## src/rtl/stopwatch_pkg.sv

```systemverilog
// Shared definitions for the stopwatch control path and the display stage that
// decodes state_led.
package stopwatch_pkg;

    typedef enum logic [1:0] {
        ST_IDLE    = 2'b00,
        ST_RUNNING = 2'b01,
        ST_LAP     = 2'b10,
        ST_PAUSED  = 2'b11
    } state_e;

    localparam int unsigned DEBOUNCE_MS_DEFAULT = 20;

endpackage

```

## src/rtl/key_debounce.sv

```systemverilog
// Conditions one raw active-low push-button: 2-flop synchroniser, stability
// debounce and a registered one-cycle pulse on each debounced press.
module key_debounce #(
    parameter int unsigned DEBOUNCE_MS = 20,
    parameter int unsigned CNT_W       = 8
) (
    input  logic clk,
    input  logic rst,
    input  logic i_key_n,
    output logic o_press
);

    logic             r_sync1;
    logic             r_sync2;
    logic             r_db;
    logic             r_db_prev;
    logic [CNT_W-1:0] r_cnt;
    logic [1:0]       r_vld;
    logic             r_armed;
    logic             r_press;

    // r_vld marks when r_sync2 holds a real sample rather than its reset value.
    // r_armed blocks the press of a key that was already held through reset.
    always_ff @(posedge clk or posedge rst) begin
        if (rst) begin
            r_sync1   <= 1'b1;
            r_sync2   <= 1'b1;
            r_db      <= 1'b1;
            r_db_prev <= 1'b1;
            r_cnt     <= '0;
            r_vld     <= 2'b00;
            r_armed   <= 1'b0;
            r_press   <= 1'b0;
        end else begin
            r_sync1   <= i_key_n;
            r_sync2   <= r_sync1;
            r_vld     <= {r_vld[0], 1'b1};
            r_db_prev <= r_db;
            r_press   <= r_armed & r_db_prev & ~r_db;
            if (r_vld[1] && r_sync2 && r_db) begin
                r_armed <= 1'b1;
            end
            if (r_sync2 == r_db) begin
                r_cnt <= '0;
            end else if (r_cnt == CNT_W'(DEBOUNCE_MS - 1)) begin
                r_db  <= r_sync2;
                r_cnt <= '0;
            end else begin
                r_cnt <= r_cnt + CNT_W'(1);
            end
        end
    end

    assign o_press = r_press;

endmodule

```

## src/rtl/stopwatch_control_fsm.sv

```systemverilog
// Stopwatch mode controller: debounces the three buttons and drives the counter
// enable, its synchronous clear and the lap display-hold flag.
module stopwatch_control_fsm
    import stopwatch_pkg::*;
#(
    parameter int unsigned DEBOUNCE_MS = DEBOUNCE_MS_DEFAULT,
    parameter int unsigned CNT_W       = 8
) (
    input  logic       clk,
    input  logic       rst,
    input  logic       key_start_n,
    input  logic       key_reset_n,
    input  logic       key_lap_n,
    input  logic       at_max,
    output logic       enable,
    output logic       reset_counter,
    output logic       display_hold,
    output logic [1:0] state_led
);

    logic   w_start;
    logic   w_reset;
    logic   w_lap;
    state_e r_state;
    state_e w_state_nxt;
    logic   r_enable;
    logic   r_hold;
    logic   r_rc;
    logic   w_rc_nxt;

    key_debounce #(.DEBOUNCE_MS(DEBOUNCE_MS), .CNT_W(CNT_W)) u_db_start (
        .clk     (clk),
        .rst     (rst),
        .i_key_n (key_start_n),
        .o_press (w_start)
    );

    key_debounce #(.DEBOUNCE_MS(DEBOUNCE_MS), .CNT_W(CNT_W)) u_db_reset (
        .clk     (clk),
        .rst     (rst),
        .i_key_n (key_reset_n),
        .o_press (w_reset)
    );

    key_debounce #(.DEBOUNCE_MS(DEBOUNCE_MS), .CNT_W(CNT_W)) u_db_lap (
        .clk     (clk),
        .rst     (rst),
        .i_key_n (key_lap_n),
        .o_press (w_lap)
    );

    // Each branch is an if/else chain so only the highest-priority valid event acts.
    always_comb begin
        w_state_nxt = r_state;
        w_rc_nxt    = 1'b0;
        unique case (r_state)
            ST_IDLE: begin
                if (w_reset) begin
                    w_rc_nxt = 1'b1;
                end else if (w_start) begin
                    w_state_nxt = ST_RUNNING;
                end
            end
            ST_RUNNING, ST_LAP: begin
                if (at_max || w_start) begin
                    w_state_nxt = ST_PAUSED;
                end else if (w_lap) begin
                    w_state_nxt = (r_state == ST_RUNNING) ? ST_LAP : ST_RUNNING;
                end
            end
            ST_PAUSED: begin
                if (w_reset) begin
                    w_state_nxt = ST_IDLE;
                    w_rc_nxt    = 1'b1;
                end else if (w_start && !at_max) begin
                    w_state_nxt = ST_RUNNING;
                end
            end
        endcase
    end

    always_ff @(posedge clk or posedge rst) begin
        if (rst) begin
            r_state  <= ST_IDLE;
            r_enable <= 1'b0;
            r_hold   <= 1'b0;
            r_rc     <= 1'b0;
        end else begin
            r_state  <= w_state_nxt;
            r_enable <= (w_state_nxt == ST_RUNNING) || (w_state_nxt == ST_LAP);
            r_hold   <= (w_state_nxt == ST_LAP);
            r_rc     <= w_rc_nxt;
        end
    end

    assign enable        = r_enable;
    assign display_hold  = r_hold;
    assign reset_counter = r_rc;
    assign state_led     = r_state;

endmodule

```

## config.mk

```make
export PLATFORM = sky130hd
export DESIGN_NAME = stopwatch_control_fsm
export DESIGN_NICKNAME = d
export VERILOG_FILES = /design/src/rtl/stopwatch_pkg.sv /design/src/rtl/key_debounce.sv /design/src/rtl/stopwatch_control_fsm.sv
export SDC_FILE = /design/constraint.sdc
export NUM_CORES = 1
export LEC_CHECK = 0
export ABC_AREA = 1
export CORE_MARGIN = 1
export CORE_UTILIZATION = 45
export DETAILED_ROUTE_END_ITERATION = 16
export GPL_ROUTABILITY_DRIVEN = 1
export GPL_TIMING_DRIVEN = 1
export PLACE_DENSITY_LB_ADDON = 0.08
export REMOVE_ABC_BUFFERS = 1
export SYNTH_ARGS = -nofsm -noshare
export SYNTH_HDL_FRONTEND = slang
export SYNTH_HIERARCHICAL = 1
export SYNTH_SLANG_ARGS = --single-unit
export TNS_END_PERCENT = 30
```

## constraint.sdc

```tcl
create_clock -name clk -period 1.57 [get_ports clk]
set_input_delay 0.2355 -clock clk [delete_from_list [all_inputs] [get_ports clk]]
set_output_delay 0.2355 -clock clk [all_outputs]
set_load 0.05 [all_outputs]
```

==> out/metrics.csv, run 1 <==
stage,metric,value,unit
grt,antenna_found_initial,0,
worst_setup_path,critical_path_arrival,1.68,ns
clock_tree,h-tree-depth,2,
timing,drv_slew,0,
die,initial_core_util,0.4722,
synthesis,synth_commonest_cells,"nand2_1, dfrtp_1, nor2_1",
timing,min_period_over_period,0.9449,
grt,grt.overflow.total,0,
die,die_y,75.45,um
timing,setup_ws,0.08659,ns
placed_design,io_buffer_count,10,
timing,min_period,1.483,ns
pwr,p_int,2.364,mW
grt,grt_pass1_vias,1505,
timing,setup_violations,0,
grt,grt_max_degree,17,
synthesis,syn_area,0.002427,mm2
worst_setup_path,critPathKind,flop to flop,
clock_tree,clockBufferDepth,2,
routing,routedWlPerCell,10.30,um
synthesis,synth_area_leaders,"dfrtp_1, dfstp_2, nand2_1",
die,die_x,75.45,um
final_layout,area_delta_synth_final,15.88,%
routing,drtIter0Drc,68,
routing,drcViolationCount,0,
timing,hold_viol,0,
final_layout,layout.nets,303,
grt,grt_usage,0.1517,
worst_setup_path,worstRegToRegCells,8,
die,design.core.area,0.005140,mm2
placed_design,gp_congestion,0.8450,
die,rows,26,
clock_tree,cts_inserted_buffers,5,
synthesis,synth_flop_cell,dfrtp_1,
pwr,ir_worst_vdd,0.6725,mV
timing,max_freq,674.1,MHz
final_layout,antenna_cells,0,
synthesis,synth_most_common_cell,nand2_1,
pwr,netSwitchingFraction,0.2951,
synthesis,synth_edf_count,0,
die,die-area,0.005692,mm2
placed_design,place_inst,348,
hold_path,hp-class,input pin to async pin,
synthesis,ys_seq_area_frac,0.5526,
pwr,share_comb_of_total_power,0.263,
pwr,switching_power,0.9896,mW
die,io_pins,11,
synthesis,synth-seq-cells,53,
synthesis,async_flop_share,1.000,
clock_tree,clk_pin_slew_worst_paths,0.08,ns
worst_setup_path,crit_path_max_fanout,5,
final_layout,fill_cells,497,
pwr,p_leak,1.286,nW
flow_run,cap_violations,0,
final_layout,layout-drive-gt1-share,0.2361,
routing,dr.pass1.iters,4,
synthesis,netlist_instances,263,
synthesis,synth_cell_type_count,21,
routing,num_vias,1573,
routing,routed_wl,3.688,mm
pwr,power_frac_seq,0.460,
clock_tree,worst_skew_pair.late_latency,0.29,ns
worst_setup_path,reg2reg_from,state_led[0],
worst_setup_path,cp-start-kind,flop,
routing,viasPerCell,4.394,
clock_tree,cts.sinks,53,
synthesis,yosys.area.top_type,dfrtp_1,
placed_design,post-place-ws,0.06781,ns
worst_setup_path,r2r_slack,0.09,ns
worst_setup_path,cp_data_required_time,1.76,ns
timing,clock_skew,0.007621,ns
final_layout,final_cells,358,
placed_design,place_hpwl,2.697,mm
pwr,power_frac_clock,0.276,
clock_tree,cts_tree,done,
synthesis,synth_top_area_share,0.4227,
run_status,status,"complete, no violations",
pwr,power.density,1192,mW/mm2
worst_setup_path,r2r_end,enable,
synthesis,syn_avg_cell_area,9.229,um2
grt,grt_pass1_wl,6.451,mm
clock_tree,cts_hold_buf,0,
routing,ant_nets,0,
clock_tree,cts_root_buffer,clkbuf_8,
worst_setup_path,end_kind,flop,
synthesis,yosysWarnings,6,
==> power by group through the flow <==
stage	registers, mW	clock network [mW]	logic, mW
2_1_floorplan	1.72	0	0.377
3_3_place_gp	1.56	0	0.841
3_5_place_dp	1.56	0	0.846
4_1_cts	1.54	0.965	0.851
5_1_grt	1.56	1.02	0.995
6_report	1.54	0.926	0.884
==> cell type report <==
class | instances | area, um2 | share of cell area
clock buffer | 7 | 86.33 | 0.03069
clock inverter | 1 | 30.03 | 0.01068
inverter | 37 | 138.9 | 0.04938
multi-input combinational | 173 | 949.7 | 0.3376
sequential | 53 | 1343 | 0.4773
tap | 70 | 87.58 | 0.03114
timing repair buffer | 17 | 177.7 | 0.06317
==> metal layers <==
| layer | global-route usage | vias up | part of all wire |
|---|---|---|---|
| li1 | - | 843 | - |
| met1 | 0.2076 | 716 | 0.51 |
| met5 | 0 | - | 0 |
| met3 | 0.03968 | 2 | 0.022 |
| met4 | 0.04321 | 0 | 0.0073 |
| met2 | 0.2401 | 12 | 0.46 |
==> cell usage in the layout (no fill, tap or decap) <==
cell,Yosys,final
o21ai_1,3,4
inv_2,6,7
ha_2,0,1
nor3_1,3,3
ha_1,10,9
nand3_2,3,3
clkbuf_1,0,1
nand2_2,8,8
clkbuf_8,0,6
a21oi_1,1,1
xor2_1,6,6
nor2_2,10,10
a31o_1,3,3
xnor2_1,3,3
xor2_2,3,3
nand2_1,64,64
inv_1,31,30
conb_1,3,3
a21oi_2,4,4
dfrtp_1,41,40
buf_4,0,9
dfrtp_2,0,1
dfstp_2,12,12
buf_12,0,3
nor2_1,33,33
clkdlybuf4s50_1,0,5
nand3_1,15,15
bufinv_16,0,1
==> cell families after synthesis <==
family	synth area share
simple gates	0.2459
xor+xnor	0.05258
fa+ha+maj	0.05155
compound gates	0.03556
other cells	0.004639
flops	0.5526
buf+inv	0.05722
==> critical path, stage by stage, from the launching register on <==
cell,delay (ns)
dfrtp_1,0.43
inv_1,0.13
ha_2,0.30
nand2_1,0.07
nand2_1,0.05
nand2_1,0.07
nand2_1,0.06
ha_1,0.26
inv_1,0.03
==> metrics by stage <==
step	hold WS, ns	total power, mW	utilization	setup TNS [ns]	instance area, um2
detailed placement	0.3347	2.411	0.5209	0	2678
floorplan	0.01402	2.095	-	-0.2661	2427
global route	0.2872	3.575	0.5472	-0.03363	2813
finish	0.2606	3.354	0.5472	0	2813
global placement	0.3324	2.402	0.5209	0	2678
CTS	0.2602	3.355	0.5436	0	2794
==> worst max-delay path by stage <==
stage,depth (start not counted),slack [ns],end,start
3_3_place_gp,9,0.08,enable,at_max
6_report,8,0.09,enable,state_led[0]
4_1_cts,10,0.05,enable,state_led[1]
3_5_place_dp,10,0.07,enable,state_led[1]
2_1_floorplan,8,-0.19,enable,state_led[0]
5_1_grt,8,-0.03,enable,state_led[0]
==> repair_timing <==
action	CTS	global route
gates resized for setup	0	4
setup buffers	0	2
endpoints found under the setup margin	0	2
==> flip-flops by register name, summed over array words and instances, names as in the netlist, 2 cells and up <==
signal and flops:
u_db_reset/r_cnt 8, state_led 2, u_db_lap/r_vld 2, u_db_start/r_cnt 8, u_db_reset/r_vld 2, u_db_start/r_vld 2, u_db_lap/r_cnt 8
Note: power is estimated with default switching activity, not from simulation.
==> inputs of run 2 (changes only) <==
--- a/config.mk
+++ b/config.mk
@@ -5,7 +5,6 @@
 export SDC_FILE = /design/constraint.sdc
 export NUM_CORES = 1
 export LEC_CHECK = 0
-export ABC_AREA = 1
 export CORE_MARGIN = 1
 export CORE_UTILIZATION = 45
 export DETAILED_ROUTE_END_ITERATION = 16
==> out/metrics.csv, run 2 <==
stage,metric,value,unit,change
worst_setup_path,worstRegToRegCells,7,,-1
placed_design,post-place-ws,-0.1171,ns,-0.1849 ns
placed_design,place_hpwl,2.615,mm,-3.1%
timing,min_period_over_period,1.017,,+0.07233
synthesis,synth-seq-cells,53,,unchanged
synthesis,synth_xor_area_frac,0.04667,,-0.005911
synthesis,synth_commonest_cells,"dfrtp_1, nor2_1, nand3_1",,
synthesis,synth_flop_cell,dfrtp_1,,
final_layout,final_cell_mix,"dfrtp_1, nor2_1, buf_4",,
pwr,p_int,2.318,mW,-1.9%
final_layout,regArea,0.001341,mm2,about the same
synthesis,synth_top_area_share,0.4556,,+0.03288
synthesis,ys_seq_area_frac,0.5956,,+0.04298
routing,drtIter0Drc,93,,+37%
clock_tree,worst_skew_pair.late_latency,0.30,ns,about the same
routing,dr.pass1.iters,4,,unchanged
routing,routed-wl-met3,114,um,+41%
synthesis,synth_top_family_by_area,simple AND/OR/NAND/NOR gates,,
final_layout,multi_input_area,922.1,um2,-2.9%
timing,rsz0062_at_grt,yes,,
synthesis,yosys.area.top_type,dfrtp_1,,
grt,antenna_found_initial,0,,unchanged
final_layout,reg_top3,"u_db_lap/r_cnt: 8 flops, u_db_reset/r_cnt: 8 flops, u_db_start/r_cnt: 8 flops",,
timing,setup_violations,1,,+1
synthesis,synth_compound_area_frac,0.1083,,+0.07277
synthesis,syn_area,0.002252,mm2,-7.2%
routing,top_layer_used,met4,,
clock_tree,cts_inserted_buffers,5,,unchanged
pwr,p_leak,1.210,nW,-5.9%
die,design.core.area,0.004755,mm2,-7.5%
worst_setup_path,cp_data_required_time,1.78,ns,+0.02 ns
hold_path,hp-class,input pin to async pin,,
synthesis,async_flop_share,1.000,,unchanged
synthesis,synth_most_common_cell,dfrtp_1,,
grt,grt_pass1_vias,1541,,+2.4%
routing,routed_wl,3.729,mm,+1.1%
run_status,status,"finished, violations left",,
die,die_x,72.75,um,-3.6%
grt,grt.overflow.total,0,,unchanged
pwr,ir_worst_vdd,1.288,mV,+91%
routing,m1WireLength,1.625,mm,-14%
synthesis,netlist_instances,194,,-26%
clock_tree,cts_hold_buf,0,,unchanged
grt,grt_usage,0.1597,,+0.007929
final_layout,antenna_cells,0,,unchanged
clock_tree,h-tree-depth,2,,unchanged
worst_setup_path,critPathKind,flop to flop,,
synthesis,synthSimpleGateAreaFrac,0.1489,,-0.09699
synthesis,synth_cell_type_count,29,,+38%
grt,grt_max_degree,17,,unchanged
timing,hold_viol,0,,unchanged
flow_run,cap_violations,0,,unchanged
worst_setup_path,critical_path_arrival,1.80,ns,+0.12 ns
pwr,netSwitchingFraction,0.3098,,+0.01474
final_layout,layout-drive-gt1-share,0.2851,,+0.04898
final_layout,final_cells,295,,-18%
routing,num_vias,1490,,-5.3%
placed_design,gp_congestion,0.9412,,+11%
clock_tree,cts.sinks,53,,unchanged
routing,viasPerCell,5.051,,+15%
clock_tree,clockBufferDepth,2,,unchanged
synthesis,synthMuxAreaShare,0.01500,,+0.01500
final_layout,fill_cells,412,,-17%
final_layout,area_delta_synth_final,21.17,%,
synthesis,synth_area_leaders,"dfrtp_1, dfstp_2, ha_1",,
die,die-area,0.005292,mm2,-7.0%
clock_tree,cts_root_buffer,clkbuf_8,,
routing,wl_met2,1.963,mm,+16%
pwr,switching_power,1.041,mW,+5.2%
synthesis,synth_edf_count,0,,unchanged
pwr,power.density,1231,mW/mm2,+3.2%
clock_tree,cts_tree,done,,
die,rows,25,,-3.8%
die,initial_core_util,0.4737,,+0.001435
routing,routedWlPerCell,12.64,um,+23%
timing,min_period,1.597,ns,+0.1136 ns
routing,drcViolationCount,0,,unchanged
run_status,violations,setup timing,,
worst_setup_path,cp-start-kind,flop,,
timing,max_freq,626.2,MHz,-7.1%
timing,setup_ws,-0.02697,ns,-0.1136 ns
final_layout,layout.cells.most_common,dfrtp_1,,
placed_design,io_buffer_count,10,,unchanged
die,die_y,72.75,um,-3.6%
placed_design,place_inst,282,,-19%
routing,ant_nets,0,,unchanged
clock_tree,clk_pin_slew_worst_paths,0.09,ns,about the same
die,io_pins,11,,unchanged
timing,clock_skew,0.01407,ns,+0.006445 ns
synthesis,yosysWarnings,6,,unchanged
final_layout,layout.nets,243,,-20%
worst_setup_path,crit_path_max_fanout,3,,-2
pwr,power_frac_seq,0.452,,-0.008
synthesis,syn_avg_cell_area,11.61,um2,+26%
synthesis,synthAdderAreaFrac,0.05556,,+0.004009
pwr,power_frac_clock,0.232,,-0.044
grt,grt_pass1_wl,6.506,mm,+0.85%
worst_setup_path,end_kind,flop,,
timing,drv_slew,0,,unchanged
pwr,share_comb_of_total_power,0.316,,+0.053
[run 2: metal layers]
metal  up-vias  track usage
li1        723            -
met1       739       0.1885
met2        24       0.2762
met3         4      0.04144
met4         0      0.06754
met5         -            0
[run 2: metrics by stage]
step / setup TNS, ns / area [um2] / util / hold slack, ns / power, mW
after floorplan: -0.9238 / 2252 / - / 0.01402 / 2.042
after global placement: -0.05084 / 2519 / 0.5297 / 0.3355 / 2.339
after detailed placement: -0.1178 / 2519 / 0.5297 / 0.3387 / 2.373
after CTS: -0.05508 / 2698 / 0.5674 / 0.1460 / 3.343
after global routing: -0.08463 / 2729 / 0.5739 / 0.1561 / 3.548
final: -0.02697 / 2729 / 0.5739 / 0.1636 / 3.359
[run 2: layout make-up]
class,count,area share
repair buffers,26,0.08345
inverters,15,0.02109
flip-flops and latches,53,0.4915
multi-input cells,126,0.3379
clock buffers,6,0.03026
clock inverters,2,0.005044
well taps,67,0.03072
[run 2: worst paths after layout]
path                                   startpoint                  to  slack (ns)
worst max-delay path                 state_led[0]              enable       -0.03
worst min-delay path                          rst  u_db_start/o_press        0.16
worst max register to register       state_led[0]              enable       -0.03
worst min register to register  u_db_lap/r_vld[0]   u_db_lap/r_vld[1]        0.34
max in group asynchronous                     rst  u_db_start/r_sync1        0.96
min in group clk                      key_reset_n  u_db_reset/r_sync1        0.33
[run 2: cells by family after synthesis]
kind of cell | count (synthesis)
AND/OR/NAND/NOR | 64
multiplexers | 3
other | 3
adder cells (fa/ha/maj) | 10
flip-flops | 53
buffers and inverters | 15
AO/OA/AOI/OAI | 34
XOR/XNOR | 12
[run 2: timing repair]
action,4_1_cts,5_1_grt
resized for setup,13,3
setup buffers,2,3
endpoints found under the setup margin,1,2
pin swaps,5,4
[run 2: worst max-delay path: stages (launching register included)]
cell       delay, ns
dfrtp_1         0.41
buf_4           0.15
ha_4            0.14
nor2b_4         0.13
a221oi_4        0.25
o2bb2ai_1       0.12
ha_1            0.27
inv_1           0.03
[run 2: power groups by stage]
stage               Clock (mW)  Combinational (mW)  Sequential (mW)
finish                   0.780                1.06             1.52
global route             0.878                1.14             1.53
CTS                      0.833               0.987             1.52
detailed placement           0               0.838             1.54
global placement             0               0.807             1.53
floorplan                    0               0.347             1.70
==> RTL edit (settings of run 1) <==
`CNT_W` is set to 8 in 2 places; all go to 7.
--- a/src/rtl/key_debounce.sv
+++ b/src/rtl/key_debounce.sv
@@ -3,5 +3,5 @@
 module key_debounce #(
     parameter int unsigned DEBOUNCE_MS = 20,
-    parameter int unsigned CNT_W       = 8
+    parameter int unsigned CNT_W       = 7
 ) (
     input  logic clk,
--- a/src/rtl/stopwatch_control_fsm.sv
+++ b/src/rtl/stopwatch_control_fsm.sv
@@ -5,5 +5,5 @@
 #(
     parameter int unsigned DEBOUNCE_MS = DEBOUNCE_MS_DEFAULT,
-    parameter int unsigned CNT_W       = 8
+    parameter int unsigned CNT_W       = 7
 ) (
     input  logic       clk,
Behaviour: same outputs for any inputs over 10 cycles, from zero or initial values and one cycle with rst high; that may be too few to reach the edited logic, so the function may still have changed.
==> RTL edit against run 1 <==
  * Final cell count fell by 16%
  * Worst hold slack got worse by 7.1 ps
  * Design area fell by 11%
  * Synthesized cell count fell by 15%
  * Setup slack got worse by 9.6 ps
  * Sequential share of layout area rose by 2.9 points
  * Total power fell by 6.2%
  * Non-clock buffer count did not move
  * Sequential cell count fell by 3
  * Wire length fell by 9.1%
  * Synthesized area fell by 11%
  * Fmax fell by 0.64%
  * Critical path type unchanged
  * Critical endpoint unchanged
==> RTL edit: results (changes against run 1) <==
stage;metric;value;unit;change
outcome;status;complete, no violations;;unchanged
route;uppermost routed layer;met4;;unchanged
placed_design;placed cell areas;2370;µm²;was 2680 µm²
placed_design;GPL Wtd Cong;0.779;;was 0.845
final_layout;fraction of layout cells with a size suffix above 1;0.189;;was 0.236
route;DR iter-0 viols;71;;was 68
route;final wirelength;3350;µm;was 3690 µm
cts;level count of the clock H-tree;2;;unchanged
sta;skew final;7.63;ps;was 7.62 ps
sta;Hold Worst Slack;253;ps;was 261 ps
min_path;worst min-delay path category;input pin to async pin;;unchanged
pwr;Static Leak;1.20;nW;was 1.29 nW
route;routed length on met1;1690;µm;was 1890 µm
grt;initial antenna violation count;0;;unchanged
yosys;Post-synth EDFFs;0;;unchanged
grt;first-pass GRT wire length;5810;µm;was 6450 µm
cts;root buffer cell;clkbuf_8;;unchanged
grt;met3 Use GR;0.0427;;was 0.0397
critical_path;register-to-register setup slack;80;ps;
yosys;fraction of registers with async set/reset;1.00;;unchanged
final_layout;final layout net count;261;;was 303
yosys;Mean Syn Cell Area;9.61;µm²;was 9.23 µm²
final_layout;n_diodes;0;;unchanged
grt;Total GRT Usage;0.151;;was 0.152
yosys;list of most frequent post-synthesis cells;nor2_1, dfrtp_1, nand2_1;;was nand2_1, dfrtp_1, nor2_1
cts;# hold bufs at CTS;0;;unchanged
critical_path;CP max stage cell;dfrtp_1;;unchanged
grt;number of global-route vias before repair;1317;;was 1505
final_layout;fill cell count;394;;was 497
critical_path;Critical Path AT;1700;ps;was 1680 ps
yosys;Main synth FF type;dfrtp_1;;unchanged
placed_design;post-DP HPWL;2380;µm;was 2700 µm
critical_path;delay-heaviest family, CP;flip-flops;;was adder cells
yosys;top cells by area, synth;dfrtp_1, dfstp_2, nor2_1;;was dfrtp_1, dfstp_2, nand2_1
route;routed via count;1422;;was 1573
cts;clk_lat worst skew;300;ps;
cts;worst-case clock buffer depth;2;;unchanged
grt;largest net degree at the start of global routing;16;;was 17
grt;met2 usage;0.224;;was 0.240
yosys;register area share after synthesis;0.588;;was 0.553
yosys;Yosys cell types;20;;was 21
route;Initial DRT Pass Iterations;6;;was 4
placed_design;dpl cells;291;;was 348
route;routed wire length on met3;105;µm;was 81 µm
sta;Max Slew Vio Count;0;;unchanged
cts;Num CTS Buffers;5;;unchanged
cts;Reg clk slew, reported paths;90;ps;
critical_path;CP max stage delay;430;ps;about the same
yosys;Synth warnings;6;;unchanged
critical_path;critical path peak fanout;3;;was 5
final_layout;number of cells in the finished layout apart from fillers;301;;was 358
placed_design;PortBufs;10;;unchanged
grt;grt met1 use;0.210;;was 0.208
route;DR WL met2;1500;µm;was 1690 µm
pwr;Worst VDD drop;634;µV;was 672 µV
final_layout;Largest regs;u_db_lap/r_cnt: 7 flops, u_db_reset/r_cnt: 7 flops, u_db_start/r_cnt: 7 flops;;was u_db_lap/r_cnt: 8 flops, u_db_reset/r_cnt: 8 flops, u_db_start/r_cnt: 8 flops
[RTL edit: timing repair]
action                     CTS  global route
setup buffers                0             2
gates resized for setup      0             5
setup endpoints to repair    0             2
[RTL edit: layout make-up]
cell class | count | area, µm² | share of cell area
sequential | 50 | 1270 | 0.507
multi-input combinational | 140 | 779 | 0.312
timing repair buffer | 17 | 165 | 0.0661
inverter | 34 | 128 | 0.0511
clock buffer | 6 | 82.6 | 0.0330
tap | 52 | 65.1 | 0.0260
clock inverter | 2 | 12.5 | 0.00501
[RTL edit: metrics by stage]
| step | power, mW | worst slack, ps |
|---|---|---|
| floorplan | 2.00 | -192 |
| global placement | 2.32 | 83.5 |
| detailed placement | 2.32 | 68.6 |
| CTS | 3.11 | 70.5 |
| global route | 3.37 | -1.92 |
| finish | 3.15 | 77.0 |
[RTL edit: kinds of logic after synthesis]
group           share of synthesized area
compound gates                     0.0488
xor+xnor                           0.0488
fa+ha+maj                          0.0407
buf+inv                            0.0593
flops                               0.588
other cells                       0.00523
simple gates                        0.209
[RTL edit: path summary, 6_finish.rpt]
path                       cells after the start                      endpoint                         from
setup / recovery                              10              enable$_DFF_PP0_       state_led[1]$_DFF_PP0_
max in group asynchronous                      3  u_db_start/r_sync1$_DFF_PP1_                          rst
hold / removal                                 2        display_hold$_DFF_PP0_                          rst
hold reg to reg                                0   u_db_lap/r_vld[1]$_DFF_PP0_  u_db_lap/r_vld[0]$_DFF_PP0_
min in group clk                               1    u_db_lap/r_sync1$_DFF_PP1_                    key_lap_n
setup reg to reg                              10              enable$_DFF_PP0_       state_led[1]$_DFF_PP0_
[RTL edit: power breakdown]
part,switching (mW),leakage [nW],internal (mW),total [mW]
registers,0.0756,0.627,1.38,1.46
clock network,0.405,0.0472,0.354,0.759
logic,0.522,0.530,0.406,0.928
